### config.mk
export PLATFORM = sky130hd
export DESIGN_NAME = pkt_rr_sched
export DESIGN_NICKNAME = d
export VERILOG_FILES = /design/src/rtl/pkt_rr_sched_pkg.sv /design/src/rtl/rr_pick.sv /design/src/rtl/pkt_rr_sched.sv
export SDC_FILE = /design/constraint.sdc
export NUM_CORES = 1
export LEC_CHECK = 0
export CORE_MARGIN = 2
export CORE_UTILIZATION = 35
export CTS_BUF_LIST = sky130_fd_sc_hd__clkbuf_2
export CTS_CLUSTER_DIAMETER = 150
export DETAILED_ROUTE_END_ITERATION = 10
export HOLD_SLACK_MARGIN = 0.08
export PLACE_DENSITY = 0.88
export REMOVE_ABC_BUFFERS = 1
export SLEW_MARGIN = 5
export SYNTH_ARGS = -nofsm -noshare
export SYNTH_HDL_FRONTEND = slang
export SYNTH_SLANG_ARGS = --single-unit
### constraint.sdc
create_clock -name clk -period 2.6 [get_ports clk]
set_input_delay 0.52 -clock clk [delete_from_list [all_inputs] [get_ports clk]]
set_output_delay 0.52 -clock clk [all_outputs]
set_load 0.03 [all_outputs]
### src/rtl/pkt_rr_sched_pkg.sv
// Shared constants for the packet round-robin scheduler: state encoding,
// watchdog defaults and the index-width helper.
package pkt_rr_sched_pkg;

  localparam logic ST_IDLE = 1'b0;
  localparam logic ST_XFER = 1'b1;

  localparam int DEF_TIMEOUT = 255;
  localparam int CNTW        = 16;

  function automatic int clog2(input int n);
    int r;
    r = 0;
    while ((1 << r) < n) r++;
    return r;
  endfunction

endpackage

### src/rtl/rr_pick.sv
// Rotating-priority encoder: first set request at or above ptr, wrapping
// modulo NREQ. Purely combinational so other schedulers can share it.
module rr_pick #(
  parameter int NREQ = 4,
  parameter int SRCW = 2
) (
  input  logic [NREQ-1:0] req,
  input  logic [SRCW-1:0] ptr,
  output logic            any,
  output logic [SRCW-1:0] idx
);

  // Scan offsets from farthest to nearest so the nearest hit lands last.
  always_comb begin
    int j;
    any = 1'b0;
    idx = '0;
    for (int k = NREQ - 1; k >= 0; k--) begin
      j = int'(ptr) + k;
      if (j >= NREQ) j = j - NREQ;
      if (req[j[SRCW-1:0]]) begin
        any = 1'b1;
        idx = j[SRCW-1:0];
      end
    end
  end

endmodule

### src/rtl/pkt_rr_sched.sv
// Packet-granular round-robin scheduler: holds a grant from first beat to
// last beat, with a stall watchdog that reclaims a grant from a silent owner.
module pkt_rr_sched
  import pkt_rr_sched_pkg::*;
#(
  parameter int NREQ    = 4,
  parameter int DW      = 32,
  parameter int SRCW    = 2,
  parameter int TIMEOUT = DEF_TIMEOUT
) (
  input  logic               clk,
  input  logic               rst_n,
  input  logic [NREQ-1:0]    s_valid,
  input  logic [NREQ-1:0]    s_last,
  input  logic [NREQ*DW-1:0] s_data,
  output logic [NREQ-1:0]    s_ready,
  output logic               m_valid,
  output logic               m_last,
  output logic [DW-1:0]      m_data,
  input  logic               m_ready,
  output logic [SRCW-1:0]    m_src,
  output logic               busy,
  output logic               timeout_stb,
  output logic [SRCW-1:0]    timeout_src
);

  if (SRCW != clog2(NREQ)) begin : g_bad_srcw
    $error("SRCW must equal clog2(NREQ)");
  end

  logic            state_q, state_d;
  logic [SRCW-1:0] g_q, ptr_q, ptr_nxt, pick_idx, tsrc_q;
  logic [CNTW-1:0] stall_q;
  logic            pick_any, in_xfer, own_valid, own_last, xfer, stall, fire;
  logic [DW-1:0]   own_data;

  rr_pick #(.NREQ(NREQ), .SRCW(SRCW)) u_pick (
    .req (s_valid),
    .ptr (ptr_q),
    .any (pick_any),
    .idx (pick_idx)
  );

  assign in_xfer   = (state_q == ST_XFER);
  assign own_valid = s_valid[g_q];
  assign own_last  = s_last[g_q];
  assign own_data  = s_data[g_q*DW +: DW];
  assign xfer      = in_xfer && own_valid && m_ready;
  // Backpressure (m_ready low) is not the owner's fault, so it never counts.
  assign stall     = in_xfer && !own_valid && m_ready;
  assign fire      = stall && (stall_q == CNTW'(TIMEOUT - 1));
  assign ptr_nxt   = (g_q == SRCW'(NREQ - 1)) ? '0 : g_q + 1'b1;

  always_ff @(posedge clk or negedge rst_n) begin
    if (!rst_n) state_q <= ST_IDLE;
    else        state_q <= state_d;
  end

  always_comb begin
    state_d = state_q;
    case (state_q)
      ST_IDLE: if (pick_any) state_d = ST_XFER;
      ST_XFER: if ((xfer && own_last) || fire) state_d = ST_IDLE;
      default: state_d = ST_IDLE;
    endcase
  end

  always_comb begin
    busy        = in_xfer;
    m_valid     = in_xfer && own_valid;
    m_last      = in_xfer && own_last;
    m_data      = in_xfer ? own_data : '0;
    s_ready     = '0;
    if (in_xfer) s_ready[g_q] = m_ready;
    timeout_stb = fire;
    timeout_src = fire ? g_q : tsrc_q;
  end

  assign m_src = g_q;

  always_ff @(posedge clk or negedge rst_n) begin
    if (!rst_n) begin
      g_q     <= '0;
      ptr_q   <= '0;
      stall_q <= '0;
      tsrc_q  <= '0;
    end else begin
      if (!in_xfer && pick_any) g_q <= pick_idx;
      if (!in_xfer || xfer)     stall_q <= '0;
      else if (stall)           stall_q <= stall_q + 1'b1;
      if ((xfer && own_last) || fire) ptr_q <= ptr_nxt;
      if (fire)                 tsrc_q <= g_q;
    end
  end

endmodule

Yosys cells after proc, flatten, opt, wreduce, memory -nomap -nowiden
Cells that the tools add are included.
- register bits: 23
- mux-type cells: 35
- shift operators: 1
- $add $sub $neg: 9
- bitwise logic cells: 2
- equal/unequal tests: 2
- reduce and logical (&&, ||, !) cells: 14
- order comparisons: 10
- operators by type and width (cell ; count):
    indexed part select 128 x 8 -> 32 bit ; 1
    two-way mux 16 bit ; 2
    two-way mux 32 bit ; 1
    two-way mux 2 bit ; 10
    adder 16 x 1 -> 16 bit (second input constant) ; 1
    equality test 16 x 8 -> 1 bit (second input constant) ; 1
    < comparator 2 x 3 -> 1 bit (second input constant) ; 5
    two-way mux 1 bit ; 13
    binary-select mux 1 bit (select 2 bit) ; 6
    greater-or-equal comparator 3 bit (second input constant) ; 3
    logical AND 1 bit ; 9
    subtractor 2 x 1 -> 2 bit (second input constant) ; 4
    adder 2 x 2 -> 3 bit (second input constant) ; 2
    AND 4 bit ; 1
    two-way mux 4 bit ; 1
    adder 2 x 1 -> 3 bit (second input constant) ; 1
    greater-or-equal comparator 2 x 3 -> 1 bit (second input constant) ; 1
    adder 2 x 1 -> 2 bit (second input constant) ; 1
    demux 1 bit (select 2 bit) ; 1
    equality test 2 bit (second input constant) ; 1
    greater-or-equal comparator 2 x 1 -> 1 bit (second input constant) ; 1
    logical NOT 1 bit ; 2
    logical OR 1 bit ; 2
    one-hot mux 1 bit (2 select lines) ; 1
    other kinds (2) ; 2

Logic depth before layout (Yosys ltp)
- depth in word-level cells: 11
- gate-level depth with buffers: 7
- mapped depth without buffers: 5

By module
From an unflattened synthesis, not the netlist that was laid out.
- cells, all modules: 224
- area total of the unflattened synthesis: 2374.8 um2
- modules (own cells, without submodules) (module ; instances ; area each (um2) ; seq. area each (um2) ; cells each):
    pkt_rr_sched ; 1 ; 2297.2 ; 575.6 ; 211
    rr_pick ; 1 ; 77.6 ; 0.0 ; 13

Worst setup path before layout
Ideal clock, no wire load.
- path kind: register to output
- start point: reg g_q[0] (netlist: m_src[0])
- end point: out timeout_src[0]
- slack: -159 ps
- stages on the path, launching flop included: 7
- data arrival time: 2239 ps
- cells stage by stage: dfrtp_1 buf_6 buf_8 mux2i_2 a22oi_2 nor3_2 mux2_2
- word-level cells in the longest chain between the ends: 7
- ends and longest elaborated chain (element ; line ; RTL):
    start, declared ; pkt_rr_sched.sv:32 ; logic [SRCW-1:0] g_q, ptr_q, ptr_nxt, pick_idx, tsrc_q;
    start signal, assigned ; pkt_rr_sched.sv:88 ; if (!in_xfer && pick_any) g_q <= pick_idx;
    binary-select mux 1 bit (select 2 bit) ; pkt_rr_sched.sv:45 ; assign own_valid = s_valid[g_q];
    two-way mux 1 bit (implied by the code) ; pkt_rr_sched.sv:45 ;
    logical NOT 1 bit ; pkt_rr_sched.sv:50 ; assign stall = in_xfer && !own_valid && m_ready;
    logical AND 1 bit (2 in a row) ; pkt_rr_sched.sv:50 ;
    logical AND 1 bit ; pkt_rr_sched.sv:51 ; assign fire = stall && (stall_q == CNTW'(TIMEOUT - 1));
    named net timeout_stb ; pkt_rr_sched.sv:23 ; output logic timeout_stb,
    two-way mux 2 bit ; n/a ;
    end, declared ; pkt_rr_sched.sv:24 ; output logic [SRCW-1:0] timeout_src
The timed path passes the listed nets, and every way through them passes these cells. The select of a mux whose other input is x is not followed.

Worst setup path in the final report
- start point: in s_valid[2]
- end point: out timeout_src[1]
- word-level cells in the longest chain between the ends: 7
- ends and longest elaborated chain (element ; line ; RTL):
    start, declared ; pkt_rr_sched.sv:13 ; input logic [NREQ-1:0] s_valid,
    binary-select mux 1 bit (select 2 bit) ; pkt_rr_sched.sv:45 ;
    two-way mux 1 bit (implied by the code) ; pkt_rr_sched.sv:45 ;
    logical NOT 1 bit ; pkt_rr_sched.sv:50 ;
    logical AND 1 bit (2 in a row) ; pkt_rr_sched.sv:50 ;
    logical AND 1 bit ; pkt_rr_sched.sv:51 ;
    two-way mux 2 bit ; n/a ;
Every way passes these cells. The select of a mux whose other input is x is not followed.

==> qor.yml <==
status:
  outcome: "complete, but fails checks"
  violations: "negative setup slack"
floorplan:
  dieArea_um2: 7790
  fp-row-count: 30
  dieWidth_um: 88.3
  die-height_um: 88.3
  io_pins: 183
  design.core.area_um2: 6830
  initial_core_util: 0.364
place:
  io_buffers: 182
  gp_congestion: 0.850
  placed_area_um2: 4380
  dpl.hpwl_mm: 8.04
cells_and_area:
  layout_commonest_cell: "clkdlybuf4s50_1"
  final_area_um2: 4690
  layout-drive-gt1-share: 0.309
  final_util: 0.687
  final_cell_mix: "clkdlybuf4s50_1 (140), buf_4 (38), mux4_2 (34)"
  nNetsFinal: 570
  area_growth_pct: 88.9
  fill_cells: 515
  multi_input_area_um2: 1830
  seq_area_um2: 577
global_route:
  grt_util_all_layers: 0.259
  grt_remaining_overflow: 0
  grt_max_degree: 40
  grt_pass1_vias: 2906
  grt_antenna_before_repair: 4
  grt_pass1_wl_mm: 15.3
sta:
  relSlewSlack: 0.635
  fmax_ghz: 0.379
  hold_viol_final: 0
  post-route-period-util: 1.02
  setup_slack_ns: -0.0404
  worst_pin_slew_ns: 0.543
  skew_ns: 0.0339
  setup_violations: 2
  finalMaxSlewViolations: 0
  layout_min_cycle_time_ns: 2.64
  rsz0062_at_grt: "true"
clock_network:
  htree_num_levels: 1
  cts_buffers: 3
  cts_hold_buf: 0
  root_buffer: "clkbuf_2"
  clk_pin_slew_ns: 0.25
  numClockSinks: 23
  cts_buffer_depth: 2
  cts_tree: "yes"
  clk-insertion-delay-late_ns: 0.38
synthesis:
  synth_warnings: 0
  synthTopCellsByArea: "mux4_2 (31%), dfrtp_1 (23%), and2_1 (8.8%)"
  synth_edf_count: 0
  synth_cells: 228
  synth_top_area_frac: 0.308
  async_flop_share: 1.00
  synth_ff_type: "dfrtp_1"
  synth_area_leader_cell: "mux4_2"
  syn-cell-area_um2: 2480
  ys_seq_area_frac: 0.232
  synth-seq-cells: 23
  synth_cell_type_count: 51
  synth_area_per_cell_um2: 10.9
worst_setup_path:
  cp.required_ns: 2.08
  path_cells: "clkdlybuf4s50_1 > mux2i_2 > a22oi_2 > nor3_4 > mux2_4 > buf_6"
  worst_setup_path_start_kind: "primary input"
  arrival_ns: 2.12
  reg2reg_slack_ns: 0.46
  crit_type: "primary input to primary output"
  cpPeakStageDelay_ns: 0.46
  worst-path-max-fanout: 3
  r2r-end: "stall_q[8]$_DFFE_PN0P_"
  r2r-start: "m_src[0]$_DFFE_PN0P_"
  crit_path_end_kind: "primary output"
  crit_path_top_delay_cell: "clkdlybuf4s50_1"
  r2r_cells: 7
power_and_ir_drop:
  p_per_area_nw_per_um2: 883
  p_leak_nw: 1.94
  ir_drop_uv: 534
  total_power_mw: 4.15
drt:
  drt_iter0_drc: 170
  wire_per_inst_um: 20.4
  antenna_left: 0
  firstDrtPassIters: 5
  drc: 0
  vias: 2925
  drt-total-wl_mm: 10.6
  via_per_inst: 5.60
run:
  max_cap_viol_count: 0
min_path:
  hold_class: "primary input to asynchronous set/reset pin"
[flip-flops by register name, indices dropped and copies added (netlist names)]
register  cells
busy          1
ptr_q         2
m_src         2
stall_q      16
tsrc_q        2
[cells in the mapped netlist, types with 2 or more instances]
| library cell | count |
|---|---|
| nor4_1 | 3 |
| a31oi_1 | 3 |
| buf_2 | 7 |
| inv_1 | 7 |
| dfrtp_1 | 23 |
| or4_1 | 2 |
| or3_1 | 2 |
| clkbuf_1 | 6 |
| nor2_1 | 6 |
| a21oi_1 | 9 |
| and3_1 | 6 |
| mux2_2 | 5 |
| a22o_1 | 2 |
| o21ai_0 | 4 |
| nand2_1 | 13 |
| mux4_2 | 34 |
| mux2i_1 | 7 |
| nor3_1 | 4 |
| nand3_1 | 7 |
| nand2b_1 | 3 |
| and2_1 | 35 |
| buf_1 | 2 |
| buf_6 | 2 |
| ha_1 | 6 |
| nand4_1 | 4 |
[final cells by class]
class / instances / area share
Antenna cell: 2 / 0.00107
Clock buffer: 3 / 0.00320
Clock inverter: 1 / 0.00107
Inverter: 7 / 0.00560
Multi-Input combinational cell: 180 / 0.391
Sequential cell: 23 / 0.123
Tap cell: 96 / 0.0256
Timing Repair Buffer: 210 / 0.450
[worst max-delay path by stage]
stage                     cells after the start                     from  slack, ns              to
after floorplan                               4     m_src[0]$_DFFE_PN0P_      -1.37  timeout_src[0]
after global placement                        6                  m_ready      -0.02  timeout_src[0]
after detailed placement                      6                  m_ready      -0.11  timeout_src[0]
after CTS                                     5  stall_q[15]$_DFFE_PN0P_      -0.07  timeout_src[0]
after global routing                          5  stall_q[15]$_DFFE_PN0P_      -0.11  timeout_src[1]
final                                         6               s_valid[2]      -0.04  timeout_src[1]
[kinds of logic (layout without fill, tap and decap cells)]
logic type,after synthesis,count (layout),share of synthesized area
simple gates,94,94,0.223
mux,47,47,0.365
compound gates,32,32,0.0957
buf+inv,25,221,0.0519
flops,23,23,0.232
fa+ha+maj,6,6,0.0302
xor+xnor,1,1,0.00353
other cells,0,2,0
[stage by stage]
step	cells	hold slack [ns]	TNS, ns	worst slack [ns]
after detailed placement	504	0.480	-0.209	-0.106
after floorplan	210	0.224	-36.94	-1.37
after global routing	521	0.460	-0.259	-0.110
after global placement	504	0.475	-0.0472	-0.0239
final	522	0.454	-0.0746	-0.0404
after CTS	516	0.473	-0.131	-0.0661
[critical path: cells and delay by family]
| family | cells | cell delay [ns] |
|---|---|---|
| buffers and inverters | 2 | 0.60 |
| AO/OA/AOI/OAI | 1 | 0.15 |
| AND/OR/NAND/NOR | 1 | 0.27 |
| multiplexers | 2 | 0.58 |
[routing by layer]
metal | GRT usage | vias to the layer above | wire length (um) | part of all wire
li1 | - | 1277 | - | -
met4 | 0.105 | 2 | 377 | 0.035
met3 | 0.0774 | 31 | 1180 | 0.11
met5 | 0 | - | 13 | 0.0012
met1 | 0.308 | 1435 | 3890 | 0.37
met2 | 0.440 | 180 | 5180 | 0.49
[power by group]
group          internal [mW]  total [mW]  leakage, nW  switching [mW]
Clock                 0.0348       0.154       0.0164           0.119
Sequential             0.419       0.523        0.306           0.105
Combinational           1.77        3.47         1.62            1.70
Total                   2.22        4.15         1.94            1.92
[what timing repair did]
item                       in CTS  in global routing
pin swaps                       3                  2
gates resized for setup        12                 29
setup endpoints to repair      34                 20
setup buffers                   7                  2
gates cloned                    1                  2
hold endpoints to repair        0                  0
Note: power is estimated with default switching activity, not from simulation.
